--- config.mk ---
export PLATFORM = sky130hd
export DESIGN_NAME = rename_recovery_ctrl
export DESIGN_NICKNAME = d
export VERILOG_FILES = /design/src/rtl/rename_recovery_ctrl.sv
export SDC_FILE = /design/constraint.sdc
export NUM_CORES = 1
export LEC_CHECK = 0
export CAP_MARGIN = 10
export CORE_ASPECT_RATIO = 0.8
export CORE_MARGIN = 8
export CORE_UTILIZATION = 42
export DETAILED_ROUTE_END_ITERATION = 16
export PLACE_DENSITY = 0.75
export SYNTH_ARGS = -nofsm -noshare
export SYNTH_HDL_FRONTEND = slang
export SYNTH_SLANG_ARGS = --single-unit
--- constraint.sdc ---
create_clock -name clk -period 1.8 [get_ports clk]
set_input_delay 0.54 -clock clk [delete_from_list [all_inputs] [get_ports clk]]
set_output_delay 0.54 -clock clk [all_outputs]
set_load 0.1 [all_outputs]
--- src/rtl/rename_recovery_ctrl.sv ---
// Rename-state recovery sequencer: after a flush it walks the committed map into the
// speculative map, tracks which physical registers are live, then reloads the free list.
module rename_recovery_ctrl #(
   parameter int ARCH_REGS = 32,
   parameter int PHYS_REGS = 48,
   parameter int ARCH_W    = $clog2(ARCH_REGS),
   parameter int PHYS_W    = $clog2(PHYS_REGS)
) (
   input  logic                 clk,
   input  logic                 reset,
   input  logic                 flush_req,
   input  logic                 cmt_update,
   output logic [ARCH_W-1:0]    cmt_rd_arch,
   input  logic [PHYS_W-1:0]    cmt_rd_phys,
   output logic                 map_wr_en,
   output logic [ARCH_W-1:0]    map_wr_arch,
   output logic [PHYS_W-1:0]    map_wr_phys,
   output logic                 fl_load,
   output logic [PHYS_REGS-1:0] fl_free_mask,
   output logic                 rename_stall,
   output logic                 recover_done,
   output logic                 map_err
);

   typedef enum logic [1:0] {
      S_IDLE,
      S_WALK,
      S_LOAD
   } state_t;

   localparam logic [ARCH_W-1:0]    IDX_FIRST  = ARCH_W'(1);
   localparam logic [ARCH_W-1:0]    IDX_LAST   = ARCH_W'(ARCH_REGS - 1);
   localparam logic [PHYS_REGS-1:0] INUSE_INIT = PHYS_REGS'(1);
   localparam logic [PHYS_W:0]      PHYS_LIM   = (PHYS_W + 1)'(PHYS_REGS);

   state_t                 state_q, state_d;
   logic [ARCH_W-1:0]      idx_q, idx_d;
   logic [PHYS_REGS-1:0]   inuse_q, inuse_d;
   logic                   map_err_q, map_err_d;
   logic                   restart;
   logic                   phys_ok;

   // Any flush or committed-map change invalidates the partially built state.
   assign restart = flush_req | cmt_update;
   assign phys_ok = ({1'b0, cmt_rd_phys} < PHYS_LIM);

   always_ff @(posedge clk or posedge reset) begin
      if (reset) begin
         state_q   <= S_IDLE;
         idx_q     <= IDX_FIRST;
         inuse_q   <= INUSE_INIT;
         map_err_q <= 1'b0;
      end else begin
         state_q   <= state_d;
         idx_q     <= idx_d;
         inuse_q   <= inuse_d;
         map_err_q <= map_err_d;
      end
   end

   always_comb begin
      state_d      = state_q;
      idx_d        = idx_q;
      inuse_d      = inuse_q;
      map_err_d    = map_err_q;
      cmt_rd_arch  = '0;
      map_wr_en    = 1'b0;
      map_wr_arch  = '0;
      map_wr_phys  = '0;
      fl_load      = 1'b0;
      fl_free_mask = '0;
      recover_done = 1'b0;

      case (state_q)
         S_IDLE: begin
            if (flush_req) begin
               state_d = S_WALK;
               idx_d   = IDX_FIRST;
               inuse_d = INUSE_INIT;
            end
         end
         S_WALK: begin
            cmt_rd_arch = idx_q;
            map_wr_en   = 1'b1;
            map_wr_arch = idx_q;
            map_wr_phys = cmt_rd_phys;
            if (phys_ok) begin
               inuse_d[cmt_rd_phys] = 1'b1;
            end else begin
               map_err_d = 1'b1;
            end
            // Restart wins over the terminal step; this cycle's write is redone later.
            if (restart) begin
               idx_d   = IDX_FIRST;
               inuse_d = INUSE_INIT;
            end else if (idx_q == IDX_LAST) begin
               state_d = S_LOAD;
               idx_d   = IDX_FIRST;
            end else begin
               idx_d = idx_q + IDX_FIRST;
            end
         end
         S_LOAD: begin
            if (restart) begin
               state_d = S_WALK;
               idx_d   = IDX_FIRST;
               inuse_d = INUSE_INIT;
            end else begin
               fl_load      = 1'b1;
               fl_free_mask = ~inuse_q;
               recover_done = 1'b1;
               state_d      = S_IDLE;
            end
         end
         default: begin
            state_d = S_IDLE;
         end
      endcase
   end

   assign rename_stall = flush_req | (state_q != S_IDLE);
   assign map_err      = map_err_q;

endmodule

==> results of run 1 <==
stage by stage:
stage	std cells	worst slack [ns]	hold slack [ns]	power (W)
floorplan	254	-0.587	0.494	0.00153
global placement	414	-0.824	0.510	0.00167
detailed placement	414	-0.866	0.518	0.00168
CTS	428	-0.360	0.579	0.00250
global route	431	-0.444	0.595	0.00257
finish	431	-0.411	0.577	0.00249
worst max-delay path, cell delays in order:
cell        delay [ns]
buf_2             0.12
nor2_4            0.12
nand3b_1          0.15
buf_6             0.18
buf_12            0.13
buf_12            0.14
clkinvlp_4        0.11
buf_12            0.18
per-layer routing:
layer	share of wire	vias up
met3	0.057	7
li1	-	1067
met5	0	-
met2	0.51	85
met4	0.0070	0
met1	0.42	1167
cell usage after synthesis:
cell / count / area share
a21bo_1: 1 / 0.0038
a21oi_1: 1 / 0.0019
a22o_1: 47 / 0.15
a31o_2: 2 / 0.0066
a31oi_1: 1 / 0.0024
and2_1: 11 / 0.026
and2_2: 1 / 0.0028
and2b_1: 1 / 0.0028
and3_1: 2 / 0.0047
and3_2: 1 / 0.0028
and3b_1: 1 / 0.0033
and4b_1: 1 / 0.0038
and4b_2: 1 / 0.0042
and4bb_2: 2 / 0.0094
buf_1: 3 / 0.0042
buf_2: 10 / 0.019
buf_4: 7 / 0.020
buf_6: 2 / 0.0085
clkbuf_1: 9 / 0.013
clkbuf_2: 1 / 0.0019
dfrtp_1: 54 / 0.51
dfstp_2: 2 / 0.020
ha_1: 2 / 0.0094
inv_1: 8 / 0.011
mux2_2: 1 / 0.0042
nand2_1: 6 / 0.0085
nand3_1: 1 / 0.0019
nand3b_1: 1 / 0.0028
nor2_1: 52 / 0.073
nor2b_1: 2 / 0.0047
nor3_1: 3 / 0.0056
nor3b_1: 3 / 0.0085
nor4b_4: 2 / 0.018
o211ai_1: 1 / 0.0028
o21a_1: 2 / 0.0056
o21ai_0: 4 / 0.0075
o21ai_1: 1 / 0.0019
o21bai_1: 1 / 0.0028
o22a_1: 1 / 0.0033
o22ai_1: 1 / 0.0024
xnor2_1: 1 / 0.0033
registers in the layout, summed over array words and instances, names as in the netlist:
| signal | flops |
|---|---|
| inuse_q | 48 |
| idx_q | 5 |
| state_q | 2 |
| map_err | 1 |
worst paths after layout:
path / to / start
hold / removal: inuse_q[19] / inuse_q[19]
hold reg to reg: inuse_q[19] / inuse_q[19]
min in group asynchronous: inuse_q[31] / reset
setup / recovery: fl_load / flush_req
max in group asynchronous: idx_q[0] / reset
setup reg to reg: inuse_q[40] / state_q[1]
where the power goes:
part / switching, W / internal, W / total [W]
combinational: 0.000236 / 0.000146 / 0.000382
clock: 0.000415 / 0.000421 / 0.000836
sequential: 0.00000975 / 0.00127 / 0.00128
area by class of cell:
class / instances / area, µm² / share of cell area
Timing Repair Buffer: 117 / 1890 / 0.377
Multi-Input combinational cell: 158 / 1480 / 0.294
Sequential cell: 56 / 1400 / 0.279
Tap cell: 84 / 105 / 0.0209
Clock buffer: 6 / 72.6 / 0.0144
Clock inverter: 2 / 38.8 / 0.00772
Inverter: 8 / 37.5 / 0.00747
logic make-up after synthesis:
logic type | after synthesis
AND/OR/NAND/NOR | 91
AO/OA/AOI/OAI | 63
flip-flops | 56
buffers and inverters | 40
adder cells (fa/ha/maj) | 2
XOR/XNOR | 1
multiplexers | 1
layout by cell type (no fill, tap or decap), types with 2 or more instances in the layout:
cell type,n
buf_16,2
nor4b_4,2
o21a_1,2
dfrtp_1,54
ha_1,2
buf_4,27
and2_2,2
o21ai_0,4
buf_6,3
and3_1,2
nor3b_1,3
a31o_2,2
nor3_1,2
buf_2,2
clkinvlp_4,2
dfstp_2,2
inv_1,5
nor2_4,49
clkdlybuf4s50_1,7
nor2_1,3
and2_4,10
buf_12,76
nand2_1,6
nor2b_1,2
clkbuf_8,5
a22o_1,47
what timing repair did:
action / CTS / global route
resized for setup: 28 / 2
pin swaps: 14 / 6
cloned: 2 / 0
setup buffers: 4 / 3
hold endpoints to repair: 0 / 0
setup endpoints to repair: 117 / 83
==> reports/qor.yml, run 1 <==
start_kind: "input port"
grt_max_degree: 57
die_x_um: 105
synth_compound_area_frac: 0.196
fin_tns_setup_ns: -20.66
cp-end-kind: "output pin"
wirelength_um: 8250
area_growth_pct: 88.9
synth_seq_area_share: 0.528
setup_viol: 68
vias: 2326
maxSlewViolCount: 0
grt_pass1_wl_um: 13600
coreArea_um2: 6250
syn_inst: 254
synth_xor_xnor_area_share: 0.00329
ant_nets: 0
met3_usage: 0.0399
period_needed_ns: 2.21
grt_pass1_vias: 2431
numCtsBuffers: 5
synth_warnings: 0
die_height_um: 87.2
syn_area_um2: 2660
drc_errors: 0
gp_congestion: 0.803
rows: 26
cts_root_buf: "clkbuf_8"
violations: "setup timing"
clockBufferDepth: 2
power_leakage_nw: 2.23
synthSimpleGateAreaFrac: 0.183
worstPathArrival_ns: 1.67
ys_types: 41
fin_area_um2: 5030
synth_top_family_by_area: "compound AO/OA/AOI/OAI gates"
clkTransAtPathRegs_ns: 0.10
h-tree-depth: 2
cts_tree: "built"
post_drt_wl_per_cell_um: 19.1
use_met2: 0.318
finClkSkew_ns: 0.00620
dr.first_iter.drc_count: 172
nets: 358
initial_core_util: 0.426
tightest_slew_ns: 0.519
synth_area_per_cell_um2: 10.5
worstSetupPathType: "in -> out"
num_antenna_cells: 0
vdd_ir_drop_max_v: 0.000347
drive_gt1_frac: 0.562
required_ns: 1.26
dieArea_um2: 9160
via_per_inst: 5.40
gr-usage-met1: 0.238
cts_sinks: 56
num_io_pins: 79
clk_latency_ns: 0.31
post-dp-hpwl_um: 5790
hold_depth: 1
rsz0062_at_grt: "true"
grt_antenna_before_repair: 0
hold_violations: 0
grtUsageTotal: 0.187
cts_hold_buf: 0
cap_viol_max_count: 0
firstDrtPassIters: 5
fillCellCount: 349
reg2reg_slack_ns: 0.04
outcome: "finished with violations"
period_share: 1.23
powerDensity_nw_per_um2: 496
ff2ff_path_depth: 7
port_buffers: 78
fin_ws_ns: -0.411
hp-class: "reg -> reg"
synth-seq-cells: 56
grt_busiest_layer: "met2"
crit_fanout: 6
final_core_util: 0.805
slew_headroom: 0.653
synthMuxAreaShare: 0.00423
fmax_ghz: 0.452
synthAdderAreaFrac: 0.00940
dpl-instance-area_um2: 4720
syn_nets: 266
grt-ovfl-total: 0
Power figures use the tool's default switching activity.
==> inputs of run 2 (changes only) <==
- CORE_MARGIN: 8 -> 4
==> reports/qor.yml, run 2 (synthesis results as in run 1) <==
fmax_ghz: 0.452  # about the same
crit_fanout: 9  # +3
layout_common_cells: "76 x buf_12, 54 x dfrtp_1, 49 x nor2_4"
area_growth_pct: 94.5
start_kind: "register"
slowest_delay_ns: 0.43  # +0.25 ns
clkTransAtPathRegs_ns: 0.11  # about the same
largest_reg_flops: 48  # unchanged
fin_ws_ns: -0.411  # -0.000158 ns
gp_congestion: 0.788  # -1.9%
cts_hold_buf: 0  # unchanged
cp_top_family: "buffers and inverters"
grt_antenna_before_repair: 0  # unchanged
ff2ff_path_depth: 8  # +1
dpl.cell_count: 416  # +0.48%
grtUsageTotal: 0.234  # +0.0476
cp_slowest_cell: "dfrtp_1"
die_height_um: 79.2  # -9.2%
period_needed_ns: 2.21  # +0.000158 ns
dieArea_um2: 7680  # -16%
die_x_um: 97.0  # -7.6%
grt-ovfl-total: 0  # unchanged
vdd_ir_drop_max_v: 0.000359  # +3.3%
final_common_cell: "buf_12"
cp.buffers_inverters: 3  # -3
cp-end-kind: "output pin"
port_buffers: 78  # unchanged
ant_nets: 0  # unchanged
powerDensity_nw_per_um2: 467  # -5.9%
dpl-instance-area_um2: 4800  # +1.8%
clk_latency_ns: 0.33  # +0.02 ns
firstDrtPassIters: 4  # -1
setup_viol: 70  # +2.9%
violations: "setup timing"
path_common_cell: "buf_12"
coreArea_um2: 6040  # -3.3%
maxSlewViolCount: 0  # unchanged
dr.first_iter.drc_count: 221  # +28%
worstPathArrival_ns: 1.67  # about the same
rows: 25  # -3.8%
dpl_worst_slack_ns: -0.700  # +0.166 ns
num_antenna_cells: 0  # unchanged
cap_viol_max_count: 0  # unchanged
fillCellCount: 260  # -26%
fin_area_um2: 5170  # +3.0%
finClkSkew_ns: 0.00802  # +0.00182 ns
power_leakage_nw: 2.30  # +3.1%
vias: 2518  # +8.3%
cts_root_buf: "clkbuf_8"
clockBufferDepth: 2  # unchanged
post_drt_wl_per_cell_um: 20.8  # +8.6%
final_cells: 440  # +2.1%
rsz0062_at_grt: "true"
tightest_slew_ns: 0.576  # +0.0577 ns
period_share: 1.23  # about the same
grt_max_degree: 29  # -49%
cts_sinks: 56  # unchanged
numCtsBuffers: 5  # unchanged
required_ns: 1.26  # about the same
grt_pass1_vias: 2619  # +7.7%
drc_errors: 0  # unchanged
worstSetupPathType: "reg -> out"
hp-class: "in -> async"
cts_tree: "built"
initial_core_util: 0.441  # +0.0147
critical_path_depth: 5  # -3
slew_headroom: 0.614  # -0.0386
top_register: "inuse_q"
hold_violations: 0  # unchanged
top_regs: "inuse_q: 48 flops, idx_q: 5 flops, state_q: 2 flops"
num_io_pins: 79  # unchanged
outcome: "finished with violations"
drive_gt1_frac: 0.582  # +0.0202
h-tree-depth: 2  # unchanged
grt_pass1_wl_um: 14300  # +5.0%
wirelength_um: 9150  # +11%
post-dp-hpwl_um: 6180  # +6.6%
nets: 370  # +3.4%
path_cells: "nand3b_1, buf_12, buf_16, nor2_4, buf_12"
via_per_inst: 5.72  # +6.0%
[run 2: worst reg2reg max path, stage by stage (launching register included)]
cell	delay, ns
dfrtp_1	0.40
buf_6	0.13
buf_8	0.12
buf_6	0.11
nor4b_4	0.26
buf_6	0.18
nor4b_4	0.22
buf_6	0.17
a22o_1	0.18
[run 2: power by group]
group	leakage, nW	switching [W]	internal [W]
sequential	0.764	0.0000108	0.00127
clock	0.0452	0.000456	0.000285
combinational	1.49	0.000245	0.000154
[run 2: worst paths after layout]
kind	from	endpoint	slack [ns]
setup / recovery	state_q[0]	fl_free_mask[6]	-0.41
hold / removal	reset	map_err	0.56
setup reg to reg	state_q[1]	inuse_q[2]	-0.03
hold reg to reg	map_err	map_err	0.57
max in group asynchronous	reset	inuse_q[45]	0.79
min in group clk	map_err	map_err	0.57
[run 2: cell type report]
cell class                      count  area [µm²]  area share
Clock inverter                      3        25.0     0.00484
Tap cell                           81         101      0.0196
Timing Repair Buffer              128        2040       0.395
Multi-Input combinational cell    159        1500       0.289
Clock buffer                        5        68.8      0.0133
Inverter                            8        37.5     0.00725
Sequential cell                    56        1400       0.271
[run 2: routing by layer]
layer,track usage,share of wire,wire length (µm)
met4,0.0757,0.021,192
met2,0.402,0.50,4570
met5,0,0,0
met3,0.0457,0.078,717
met1,0.301,0.40,3670
[run 2: timing repair]
item,in CTS,in global routing
resized for setup,28,14
setup endpoints to repair,119,117
gates cloned,2,1
pin swaps,17,19
setup buffers,7,7
[run 2: stage by stage]
step                      setup TNS (ns)  utilization  total power, W  hold WS [ns]
final                             -24.09        0.857         0.00242         0.556
after detailed placement          -61.05        0.796         0.00169         0.513
after global placement            -55.50        0.796         0.00168         0.513
after floorplan                   -18.98            -         0.00153         0.494
after global routing              -27.63        0.857         0.00250         0.583
after CTS                         -20.44        0.836         0.00240         0.554
==> inputs of run 3 (changes only) <==
- CORE_UTILIZATION: 42 -> 56
- DONT_BUFFER_PORTS: unset -> 1
- PLACE_DENSITY: 0.75 -> 0.74
==> reports/qor.yml, run 3 <==
die_height_um: 69.7  # -12%
dpl_worst_slack_ns: -0.232  # +0.468 ns
num_io_pins: 79  # unchanged
rows: 22  # -12%
cts-resized-gates: 32  # +14%
synth_seq_area_share: 0.528  # unchanged
cts_sinks: 56  # unchanged
ys_types: 41  # unchanged
numCtsBuffers: 5  # unchanged
port_buffers: 0  # -100%
error: "[ERROR DPL-0038] Utilization greater than 100%, impossible to legalize"
die_x_um: 85.1  # -12%
initial_core_util: 0.579  # +0.138
outcome: "aborted with a tool error"
ys.flop_type: "dfrtp_1"
syn_nets: 266  # unchanged
clockBufferDepth: 2  # unchanged
gp_congestion: 0.801  # +1.6%
yosys-top-cells-count: "54 x dfrtp_1, 52 x nor2_1, 47 x a22o_1, 11 x and2_1, 10 x buf_2"
syn_area_um2: 2660  # unchanged
post-dp-hpwl_um: 5970  # -3.3%
cts_root_buf: "clkbuf_8"
synth_top_cell_by_area: "dfrtp_1"
synth_most_common_cell: "dfrtp_1"
cts_hold_buf: 0  # unchanged
synth-seq-cells: 56  # unchanged
ys_async_sr_fraction: 1.00  # unchanged
cts_setup_buffers: 9  # +2
h-tree-depth: 2  # unchanged
syn_inst: 254  # unchanged
synthTopCellsByArea: "dfrtp_1 51%, a22o_1 15%, nor2_1 7.3%, and2_1 2.6%, buf_4 2.0%"
synth_edf_count: 0  # unchanged
synth_warnings: 0  # unchanged
synth_top_area_frac: 0.508  # unchanged
synth_area_per_cell_um2: 10.5  # unchanged
stop_stage: "clock tree synthesis"
-- run 3: logic make-up after synthesis --
group	after synthesis	synth area share
adder cells (fa/ha/maj)	2	0.00940
AO/OA/AOI/OAI	63	0.196
multiplexers	1	0.00423
buffers and inverters	40	0.0771
XOR/XNOR	1	0.00329
AND/OR/NAND/NOR	91	0.183
flip-flops	56	0.528
-- run 3: stage by stage --
stage          area (µm²)   util  hold slack (ns)  TNS (ns)  std cells
3_3_place_gp         4200  0.915            0.435     -7.69        350
3_5_place_dp         4200  0.915            0.458     -7.94        350
2_1_floorplan        3140      -            0.494    -18.98        254
==> inputs of run 4 (changes only) <==
- CORE_ASPECT_RATIO: 0.8 -> unset
- CORE_UTILIZATION: 56 -> 40
- PLACE_DENSITY: 0.74 -> unset
- PLACE_DENSITY_LB_ADDON: unset -> 0.15
- clock period: 1.8 -> 2.35 ns (I/O delays scaled with it)
==> reports/qor.yml, run 4 (synthesis results as in run 1) <==
outcome: "finished with violations"
violations: "setup timing"
fmax_ghz: 0.424
slowest_delay_ns: 0.18
grt_antenna_before_repair: 0
path_cells: "nor2_4, nand3b_1, buf_6, clkbuf_16, buf_6, nor2_4, buf_12"
maxSlewViolCount: 0
area_growth_pct: 71.7
h-tree-depth: 2  # unchanged
period_needed_ns: 2.36
post_drt_wl_per_cell_um: 17.8
firstDrtPassIters: 4
grt_busiest_layer: "met2"
layout_common_cells: "63 x buf_12, 54 x dfrtp_1, 47 x a22o_1"
via_per_inst: 5.54
num_antenna_cells: 0
drc_errors: 0
die_height_um: 89.6  # +29%
worstSetupPathType: "in -> out"
startpoint: "flush_req"
vdd_ir_drop_max_v: 0.000234
required_ns: 1.64
comb_power_share: 0.120
cts_root_buf: "clkbuf_8"
clkTransAtPathRegs_ns: 0.10
top_register: "inuse_q"
power_leakage_nw: 2.01
final_core_util: 0.712
start_kind: "input port"
fin_tns_setup_ns: -0.0160
gp_congestion: 0.814  # +1.6%
cp-end-kind: "output pin"
grt_pass1_wl_um: 11400
cts_sinks: 56  # unchanged
p_seq_frac: 0.534
top_regs: "inuse_q: 48 flops, idx_q: 5 flops, state_q: 2 flops"
met3_usage: 0.0323
switchingPower_w: 0.000471
cp.buffers_inverters: 4
tightest_slew_ns: 1.05
cts_tree: "built"
gr-usage-met1: 0.252
die_x_um: 89.6  # +5.3%
grt-ovfl-total: 0
setup_viol: 3
dpl_worst_slack_ns: -0.0446  # +0.187 ns
grt_pass1_vias: 2214
powerDensity_nw_per_um2: 401
rr_endpoint: "inuse_q[4]"
hp-class: "in -> async"
nets: 330
num_io_pins: 79  # unchanged
rows: 29  # +32%
largest_reg_flops: 48
wirelength_um: 7050
initial_core_util: 0.414  # -0.165
rsz0062_at_grt: "true"
finClkSkew_ns: 0.00967
clockBufferDepth: 2  # unchanged
fillCellCount: 425
dieArea_um2: 8020
port_buffers: 0  # unchanged
cp_slowest_cell: "buf_12"
ant_nets: 0
post-dp-hpwl_um: 5090  # -15%
numCtsBuffers: 5  # unchanged
dr.first_iter.drc_count: 99
swShare: 0.257
p_int_w: 0.00136
worstPathArrival_ns: 1.66
fin_ws_ns: -0.0111
drive_gt1_frac: 0.536
ff2ff_path_depth: 4
rr_startpoint: "state_q[1]"
coreArea_um2: 6420
clockPowerShare: 0.346
power_w: 0.00183
final_common_cell: "buf_12"
period_share: 1.00
vias: 2195
crit_fanout: 6
slew_headroom: 0.298
use_met2: 0.302
hold_violations: 0
cap_viol_max_count: 0
grtUsageTotal: 0.186
clk_latency_ns: 0.32
grt_max_degree: 48
reg2reg_slack_ns: 0.60
cp_top_family: "buffers and inverters"
==> run 4: timing repair <==
| action | CTS | global route |
|---|---|---|
| setup endpoints to repair | 28 | 24 |
| gates cloned | 0 | 3 |
| hold buffers | 0 | 0 |
| buffers inserted | 0 | 2 |
| resized for setup | 5 | 7 |
| pin swaps | 1 | 4 |
==> run 4: area by class of cell <==
class                   count  area [µm²]  area share
inverters                   8        33.8     0.00739
flip-flops and latches     56        1400       0.307
multi-input cells         158        1410       0.308
repair buffers             89        1520       0.332
clock inverters             2        38.8     0.00849
well taps                  77        96.3      0.0211
clock buffers               6        72.6      0.0159
==> run 4: how the worst max path moves through the flow <==
stage / end / slack (ns) / cells after the start
2_1_floorplan: recover_done / -0.37 / 6
5_1_grt: fl_free_mask[18] / -0.06 / 7
6_report: fl_free_mask[27] / -0.01 / 7
3_5_place_dp: fl_free_mask[13] / -0.04 / 6
3_3_place_gp: fl_free_mask[29] / 0.005 / 6
4_1_cts: fl_free_mask[17] / -0.03 / 6
==> run 4: through the flow <==
step / area [µm²] / hold WS, ns / cells
6_report: 4570 / 0.289 / 396
5_1_grt: 4570 / 0.325 / 396
4_1_cts: 4500 / 0.308 / 391
3_5_place_dp: 4370 / 0.517 / 383
3_3_place_gp: 4370 / 0.512 / 383
2_1_floorplan: 3080 / 0.494 / 254
==> run 4: power groups by stage <==
stage	combinational, W	clock (W)	sequential, W
global route	0.000234	0.000673	0.000979
finish	0.000220	0.000634	0.000978
floorplan	0.000170	0	0.000995
CTS	0.000220	0.000638	0.000978
global placement	0.000217	0	0.000996
detailed placement	0.000220	0	0.000997
==> run 4: routing by layer <==
layer / routed length [µm] / up-vias
li1: - / 1010
met1: 2990 / 1105
met2: 3670 / 73
met3: 296 / 7
met4: 90 / 0
met5: 0 / -
